File: config.mk
export PLATFORM = sky130hd
export DESIGN_NAME = cu_fetch_pc_gen
export DESIGN_NICKNAME = d
export VERILOG_FILES = /design/src/rtl/cu_pkg.sv /design/src/rtl/cu_fetch_pc_gen.sv
export SDC_FILE = /design/constraint.sdc
export NUM_CORES = 1
export LEC_CHECK = 0
export CORE_UTILIZATION = 40
export DETAILED_ROUTE_END_ITERATION = 8
export GPL_TIMING_DRIVEN = 0
export HOLD_SLACK_MARGIN = 0.1
export SYNTH_ARGS = -nofsm -noshare
export SYNTH_HDL_FRONTEND = slang
export SYNTH_SLANG_ARGS = --single-unit
export TNS_END_PERCENT = 5
File: constraint.sdc
create_clock -name soc_clk -period 3.8 [get_ports soc_clk]
set_input_delay 0.38 -clock soc_clk [delete_from_list [all_inputs] [get_ports soc_clk]]
set_output_delay 0.38 -clock soc_clk [all_outputs]
set_load 0.03 [all_outputs]
File: src/rtl/cu_pkg.sv
// Shared types and constants for the control-unit fetch path.
package cu_pkg;

    typedef enum logic [1:0] {
        IDLE  = 2'd0,
        ISSUE = 2'd1,
        WAIT  = 2'd2,
        HALT  = 2'd3
    } fetch_state_t;

    localparam logic [31:0] WORD_BYTES = 32'd4;
    localparam logic [3:0]  BE_WORD    = 4'b1111;
    localparam logic        MEM_READ   = 1'b0;

endpackage

File: src/rtl/cu_fetch_pc_gen.sv
// Program-counter owner and word-fetch request generator feeding CU_IF.
// Issues one read per instruction, tracks completion/timeout, applies
// branch redirects and hands completed, non-squashed PCs to decode.
module cu_fetch_pc_gen
    import cu_pkg::*;
#(
    parameter logic [31:0] RESET_PC    = 32'h0000_0000,
    parameter int unsigned TIMEOUT_CYC = 8
) (
    input  logic        soc_clk,
    input  logic        IF_reset,
    input  logic        IF_poweron,
    input  logic        IF_stall,
    input  logic        redirect_valid,
    input  logic [31:0] redirect_target,
    input  logic        fetch_done,
    output logic        memfetch_start,
    output logic [31:0] addr,
    output logic [3:0]  bits_to_access,
    output logic        read_or_write,
    output logic        instr_valid,
    output logic [31:0] pc_out,
    output logic        misalign_err,
    output logic [3:0]  timeout_cnt
);

    // Wait counter runs 0..TIMEOUT_CYC-1 across the WAIT cycles.
    localparam int unsigned      CNT_W    = (TIMEOUT_CYC < 2) ? 1 : $clog2(TIMEOUT_CYC);
    localparam logic [CNT_W-1:0] CNT_LAST = CNT_W'(TIMEOUT_CYC - 1);

    fetch_state_t     state_q, state_d;
    logic [31:0]      pc_q, pc_d;
    logic             redir_pend_q, redir_pend_d;
    logic [31:0]      redir_addr_q, redir_addr_d;
    logic             squash_q, squash_d;
    logic             halt_pend_q, halt_pend_d;
    logic [CNT_W-1:0] wait_cnt_q, wait_cnt_d;
    logic [3:0]       timeout_cnt_q, timeout_cnt_d;
    logic             misalign_err_q, misalign_err_d;
    logic             instr_valid_q, instr_valid_d;
    logic [31:0]      pc_out_q, pc_out_d;
    logic             memfetch_start_q, memfetch_start_d;
    logic [31:0]      addr_q, addr_d;
    logic [3:0]       bte_q, bte_d;

    logic go;
    logic redir_ok;
    logic redir_bad;

    assign go        = IF_poweron && !IF_stall;
    assign redir_ok  = redirect_valid && (redirect_target[1:0] == 2'b00);
    assign redir_bad = redirect_valid && (redirect_target[1:0] != 2'b00);

    // Next-state, PC update, redirect bookkeeping and registered-output staging.
    always_comb begin
        state_d        = state_q;
        pc_d           = pc_q;
        redir_pend_d   = redir_pend_q;
        redir_addr_d   = redir_addr_q;
        squash_d       = squash_q;
        halt_pend_d    = halt_pend_q;
        wait_cnt_d     = wait_cnt_q;
        timeout_cnt_d  = timeout_cnt_q;
        misalign_err_d = misalign_err_q;
        instr_valid_d  = 1'b0;
        pc_out_d       = pc_out_q;

        unique case (state_q)
            IDLE: begin
                if (redir_bad) begin
                    misalign_err_d = 1'b1;
                    state_d        = HALT;
                end else begin
                    if (redir_ok) begin
                        pc_d = redirect_target;
                    end
                    if (go) begin
                        state_d = ISSUE;
                    end
                end
            end

            ISSUE: begin
                wait_cnt_d = '0;
                state_d    = WAIT;
                if (redir_ok) begin
                    redir_pend_d = 1'b1;
                    redir_addr_d = redirect_target;
                    squash_d     = 1'b1;
                end else if (redir_bad) begin
                    misalign_err_d = 1'b1;
                    halt_pend_d    = 1'b1;
                    squash_d       = 1'b1;
                end
            end

            WAIT: begin
                if (fetch_done) begin
                    // A redirect coinciding with completion squashes and applies now.
                    instr_valid_d = !(squash_q || redirect_valid);
                    pc_out_d      = pc_q;
                    if (halt_pend_q || redir_bad) begin
                        misalign_err_d = misalign_err_q || redir_bad;
                        state_d        = HALT;
                    end else begin
                        if (redir_ok) begin
                            pc_d = redirect_target;
                        end else if (redir_pend_q) begin
                            pc_d = redir_addr_q;
                        end else begin
                            pc_d = pc_q + WORD_BYTES;
                        end
                        state_d = go ? ISSUE : IDLE;
                    end
                    redir_pend_d = 1'b0;
                    squash_d     = 1'b0;
                    halt_pend_d  = 1'b0;
                end else begin
                    if (redir_ok) begin
                        redir_pend_d = 1'b1;
                        redir_addr_d = redirect_target;
                        squash_d     = 1'b1;
                    end else if (redir_bad) begin
                        misalign_err_d = 1'b1;
                        halt_pend_d    = 1'b1;
                        squash_d       = 1'b1;
                    end
                    if (wait_cnt_q == CNT_LAST) begin
                        // Timed-out drain of a misaligned redirect halts instead of re-issuing.
                        if (halt_pend_d) begin
                            state_d      = HALT;
                            redir_pend_d = 1'b0;
                            squash_d     = 1'b0;
                            halt_pend_d  = 1'b0;
                        end else begin
                            state_d = ISSUE;
                            if (timeout_cnt_q != 4'hF) begin
                                timeout_cnt_d = timeout_cnt_q + 4'd1;
                            end
                        end
                    end else begin
                        wait_cnt_d = wait_cnt_q + CNT_W'(1);
                    end
                end
            end

            HALT: begin
                state_d = HALT;
            end

            default: begin
                state_d = IDLE;
            end
        endcase

        memfetch_start_d = (state_d == ISSUE);
        addr_d           = pc_d;
        bte_d            = ((state_d == ISSUE) || (state_d == WAIT)) ? BE_WORD : '0;
    end

    // State and output registers, asynchronously reset.
    always_ff @(posedge soc_clk or posedge IF_reset) begin
        if (IF_reset) begin
            state_q          <= IDLE;
            pc_q             <= RESET_PC;
            redir_pend_q     <= 1'b0;
            redir_addr_q     <= RESET_PC;
            squash_q         <= 1'b0;
            halt_pend_q      <= 1'b0;
            wait_cnt_q       <= '0;
            timeout_cnt_q    <= '0;
            misalign_err_q   <= 1'b0;
            instr_valid_q    <= 1'b0;
            pc_out_q         <= RESET_PC;
            memfetch_start_q <= 1'b0;
            addr_q           <= RESET_PC;
            bte_q            <= '0;
        end else begin
            state_q          <= state_d;
            pc_q             <= pc_d;
            redir_pend_q     <= redir_pend_d;
            redir_addr_q     <= redir_addr_d;
            squash_q         <= squash_d;
            halt_pend_q      <= halt_pend_d;
            wait_cnt_q       <= wait_cnt_d;
            timeout_cnt_q    <= timeout_cnt_d;
            misalign_err_q   <= misalign_err_d;
            instr_valid_q    <= instr_valid_d;
            pc_out_q         <= pc_out_d;
            memfetch_start_q <= memfetch_start_d;
            addr_q           <= addr_d;
            bte_q            <= bte_d;
        end
    end

    assign memfetch_start = memfetch_start_q;
    assign addr           = addr_q;
    assign bits_to_access = bte_q;
    assign read_or_write  = MEM_READ;
    assign instr_valid    = instr_valid_q;
    assign pc_out         = pc_out_q;
    assign misalign_err   = misalign_err_q;
    assign timeout_cnt    = timeout_cnt_q;

endmodule
==> results_dict.tcl, run 1 <==
set metrics [dict create \
    grt_pass1_vias 4852 \
    layout-drive-gt1-share_pct 14.4 \
    reg2reg_depth 8 \
    cap_viol_max_count 0 \
    h-tree-depth 3 \
    root_buffer "clkbuf_16" \
    fp.dieW_um 121 \
    synth_top_area_cell "dfrtp_1" \
    vias 4838 \
    setup_violations 0 \
    tns_ns 0 \
    ys_seq_area_share_pct 49.6 \
    cp_cell_sequence "inv_1, ha_1, buf_2, mux2i_1, a211oi_2, clkbuf_1, nand2_1, o2bb2ai_1" \
    synth.mux.area_fraction_pct 12.5 \
    wire_per_inst_um 19.0 \
    rsz0062_at_grt "false" \
    finClkSkew_ns 0.00899 \
    period_needed_ns 2.71 \
    cp_data_required_time_ns 4.03 \
    overflow 0 \
    gp_congestion 0.888 \
    critPathArrivalTime_ns 2.93 \
    start_util_pct 40.9 \
    ctsResizeCount 0 \
    synth_edf_count 0 \
    rrSetupSlack_ns 1.09 \
    dp_hpwl_um 11700 \
    final_cell_mix "dfrtp_1, clkdlybuf4s50_1, mux2_2" \
    grt_first_pass_wirelength_um 26200 \
    synth-compound-area-share_pct 15.1 \
    slew_viol_final 0 \
    fmax_ghz 0.369 \
    post-cts-setup-buffers 0 \
    fin_area_um2 7320 \
    synth.top_cell.area_share_pct 49.6 \
    cts_hold_buf 0 \
    syn2layout_area_growth_pct 29.5 \
    powerDensity_nw_per_um2 309 \
    grt_max_degree 58 \
    r2r_start "state_q[1]" \
    worst_pin_slew_ns 0.967 \
    synth-async-reset-ratio_pct 100 \
    hp-class "flip-flop to flip-flop" \
    insertion_delay_ns 0.36 \
    vdd_drop_max_v 0.000187 \
    max_stage_delay_ns 0.74 \
    endpoint_kind "flip-flop" \
    worstPathMaxFanout 10 \
    final_core_util_pct 52.9 \
    synth_area_um2 5650 \
    synth-simple-area-share_pct 15.7 \
    synth_top_family_by_area "simple AND/OR/NAND/NOR gates" \
    num_rows 43 \
    antenna_left 0 \
    place_inst 838 \
    drc 0 \
    cts_tree "yes" \
    die_h_um 121 \
    drtPass1Iterations 7 \
    clock-sinks 112 \
    status "completed" \
    p_total_mw 2.26 \
    ys.flop_type "dfrtp_1" \
    num_antenna_cells 0 \
    syn_inst 545 \
    slew_headroom_pct 35.0 \
    fin_nets 717 \
    synth_area_leaders "dfrtp_1, mux2_2, a21oi_1, nand2_1, o21ai_0" \
    synth-adder-area-share_pct 2.21 \
    syn_avg_cell_area_um2 10.4 \
    path_clk_slew_ns 0.07 \
    holdPathEnd "instr_valid" \
    ys.warnings.count 0 \
    synth_nets 593 \
    numCtsBuffers 9 \
    grtUsageTotal_pct 23.6 \
    critPathSlowestCell "a211oi_2" \
    core_area_um2 13800 \
    hold_viol_final 0 \
    synth_cell_type_count 63 \
    criticalPathCategory "flip-flop to flip-flop" \
    stdcell_count 854 \
    die_area_um2 14600 \
    ys_ff_latch 112 \
    fin_crit_sh_pct 71.3 \
    cellLeakagePower_nw 3.28 \
    whs_path_depth 1 \
    grt_antenna_before_repair 0 \
    finalWirelength_um 16300 \
    io_buffers 112 \
    min_from "squash_q" \
    clock_path_buffers 2 \
    postPlaceCellArea_um2 7030 \
    drt_iter0_drc 249 \
    viasPerCell 5.67 \
    r2r-end "addr[15]" \
    ios 114 \
    start_kind "flip-flop" \
    synth_xor_area_share_pct 1.24 \
]
-- cell type report --
cell class | count | area [um^2]
inverter | 12 | 47.5
fill | 1240 | 6510
tap | 180 | 225
clock buffer | 11 | 233
buffer | 36 | 159
sequential | 112 | 2800
timing repair buffer | 113 | 1150
multi-input combinational | 385 | 2650
clock inverter | 5 | 57.6
-- critical path: cells and delay by family (launching register included) --
kind | cells | cell delay [ns]
AO/OA/AOI/OAI | 2 | 0.89
buffers and inverters | 3 | 0.79
flip-flops | 1 | 0.42
adder cells (fa/ha/maj) | 1 | 0.18
multiplexers | 1 | 0.16
AND/OR/NAND/NOR | 1 | 0.12
-- synthesized netlist by cell type (all sizes together), types with 6 or more instances --
| cell | instances |
|---|---|
| nor4 | 8 |
| mux2 | 60 |
| dfrtp | 112 |
| buf | 15 |
| inv | 12 |
| o211ai | 8 |
| ha | 10 |
| nor2 | 38 |
| nand3 | 25 |
| nand4 | 8 |
| o21ai | 37 |
| clkbuf | 21 |
| and3 | 15 |
| a21oi | 37 |
| a31oi | 6 |
| nand2 | 47 |
| nor3 | 7 |
-- flip-flops by register name, summed over array words and instances (netlist names) --
signal	count
wait_cnt_q	3
memfetch_start	1
bits_to_access	1
addr	32
redir_pend_q	1
redir_addr_q	32
pc_out	32
instr_valid	1
halt_pend_q	1
misalign_err	1
state_q	2
squash_q	1
timeout_cnt	4
-- metal layers --
layer	wire [um]	GRT usage (%)	share of wire, %
met1	7270	31.0	45
met2	7650	38.3	47
met3	916	3.99	5.6
met4	425	10.0	2.6
met5	0	0	0
-- worst max-delay path by stage --
stage / startpoint / end / slack, ns / depth (start not counted)
CTS: state_q[0] / pc_out[20] / 1.09 / 7
detailed placement: fetch_done / addr[15] / 0.92 / 6
global route: state_q[0] / pc_out[26] / 0.87 / 7
global placement: IF_reset / pc_out[6] / -1.28 / 2
finish: state_q[1] / addr[15] / 1.09 / 8
floorplan: IF_reset / addr[0] / 0.46 / 1
-- through the flow --
stage | hold WS [ns] | setup slack [ns]
floorplan | 0.410 | 0.461
global placement | 0.432 | -1.28
detailed placement | 0.438 | 0.916
CTS | 0.452 | 1.09
global route | 0.466 | 0.874
finish | 0.458 | 1.09
-- cell families (layout without fill, tap and decap cells) --
logic type | count (synthesis) | count (layout)
AO/OA/AOI/OAI | 132 | 132
adder cells (fa/ha/maj) | 10 | 10
XOR/XNOR | 8 | 8
other | 1 | 1
AND/OR/NAND/NOR | 171 | 171
buffers and inverters | 48 | 177
flip-flops | 112 | 112
multiplexers | 63 | 63
-- power breakdown --
part | internal [mW] | total, mW | switching [mW] | leakage, nW
Combinational | 0.0534 | 0.108 | 0.0551 | 1.61
Sequential | 1.20 | 1.21 | 0.00545 | 1.53
Clock | 0.512 | 0.946 | 0.434 | 0.143
No activity file was read; power rests on OpenSTA's default activity.
==> run 2: changes to the inputs <==
Clock period 3.8 ns to 2.5 ns, I/O delays scaled along.
==> results_dict.tcl, run 2 (synthesized netlist as in run 1, its figures left out) <==
set metrics [dict create \
    clock_path_buffers 2 \
    finClkSkew_ns 0.00903 \
    grt_pass1_vias 4663 \
    grtUsageTotal_pct 23.2 \
    die_area_um2 14600 \
    layout-drive-gt1-share_pct 16.0 \
    multi_input_area_um2 2650 \
    worst_pin_slew_ns 0.950 \
    clock-sinks 112 \
    die_h_um 121 \
    period_needed_ns 2.41 \
    ios 114 \
    cts_tree "yes" \
    insertion_delay_ns 0.36 \
    fin_crit_sh_pct 96.4 \
    slew_viol_final 0 \
    root_buffer "clkbuf_16" \
    dp_worst_setup_slack_ns -0.253 \
    fin_ws_ns 0.0902 \
    numCtsBuffers 9 \
    cellLeakagePower_nw 3.30 \
    criticalPathCategory "flip-flop to flip-flop" \
    seq_area_um2 2800 \
    viasPerCell 5.67 \
    drc 0 \
    fin_nets 719 \
    finalWirelength_um 16100 \
    cp_data_required_time_ns 2.74 \
    setup_violations 0 \
    syn2layout_area_growth_pct 30.4 \
    worstPathMaxFanout 10 \
    antenna_left 0 \
    rsz0062_at_grt "true" \
    path_clk_slew_ns 0.08 \
    met1_usage_pct 32.0 \
    grt_first_pass_wirelength_um 25700 \
    start_util_pct 40.9 \
    reg2reg_depth 9 \
    h-tree-depth 3 \
    final_core_util_pct 53.3 \
    grtUsageMet3_pct 3.81 \
    met2_usage_pct 36.5 \
    overflow 0 \
    status "completed" \
    start_kind "flip-flop" \
    drtPass1Iterations 5 \
    dp_hpwl_um 11800 \
    grt.busiest_layer "met2" \
    io_buffers 112 \
    vdd_drop_max_v 0.000305 \
    wire_per_inst_um 18.8 \
    vias 4854 \
    cap_viol_max_count 0 \
    num_antenna_cells 0 \
    endpoint_kind "flip-flop" \
    gp_congestion 0.856 \
    fmax_ghz 0.415 \
    drt_iter0_drc 314 \
    powerDensity_nw_per_um2 470 \
    hp-class "input pin to asynchronous set/reset pin" \
    final_cell_mix "dfrtp_1, clkdlybuf4s50_1, mux2_2" \
    grt_antenna_before_repair 0 \
    p_total_mw 3.47 \
    nFillCells 1240 \
    fp.dieW_um 121 \
    hold_viol_final 0 \
    critPathArrivalTime_ns 2.65 \
    grt_max_degree 34 \
    core_area_um2 13800 \
    slew_headroom_pct 36.2 \
    num_rows 43 \
]
run 2: changes by cell type in the layout (fill, tap and decap cells not counted), moves of 2 or more:
| cell | change |
|---|---|
| clkbuf_2 | +8 |
| clkinv_4 | -2 |
| buf_1 | -4 |
| clkinvlp_4 | +4 |
| clkbuf_1 | -5 |
| buf_12 | +3 |
run 2: critical path, stage by stage, from the launching register on:
cell and delay (ns):
dfrtp_1 0.44, inv_1 0.13, ha_1 0.15, buf_2 0.18
mux2i_1 0.36, a21oi_1 0.07, nand2_1 0.28, buf_2 0.34
a21oi_1 0.08, a221o_1 0.26
run 2: routing by layer:
layer  routed length, um  vias to the layer above
met5                   0                        -
met1                7210                     2426
li1                    -                     2239
met3                 981                       15
met2                7660                      174
met4                 264                        0
run 2: cell type report:
class	count	share of cell area, %
plain buffers	36	2.31
clock buffers	11	3.16
clock inverters	5	0.781
inverters	12	0.662
multi-input cells	385	36.0
flip-flops and latches	112	38.0
well taps	180	3.06
repair buffers	115	16.0
run 2: metrics by stage:
stage | cell area [um^2] | hold WS [ns] | TNS (ns) | std cells
after floorplan | 5660 | 0.321 | 0 | 545
after global placement | 7000 | 0.432 | -34.89 | 837
after detailed placement | 7060 | 0.446 | -3.90 | 840
after CTS | 7360 | 0.287 | -0.0227 | 856
after global routing | 7370 | 0.320 | -0.364 | 856
final | 7370 | 0.268 | 0 | 856
run 2: repair_timing:
action / 4_1_cts / 5_1_grt
resized for setup: 5 / 7
pin swaps: 0 / 0
hold buffers: 0 / 0
setup buffers: 0 / 0
setup endpoints to repair: 23 / 41
cloned: 0 / 0
run 2: final timing paths:
path / end / from / slack (ns)
worst max-delay path: addr[26] / state_q[1] / 0.09
worst min-delay path: pc_out[24] / IF_reset / 0.27
min in group soc_clk: instr_valid / squash_q / 0.46
worst max register to register: addr[26] / state_q[1] / 0.09
max in group asynchronous: addr[31] / IF_reset / 1.46
worst min register to register: instr_valid / squash_q / 0.46
run 2: report_power, final:
part           total [mW]  leakage, nW  internal [mW]  switching, mW
clock network        1.46        0.132          0.777          0.681
logic               0.173         1.65         0.0863         0.0872
registers            1.83         1.53           1.83        0.00844
total                3.47         3.30           2.69          0.777
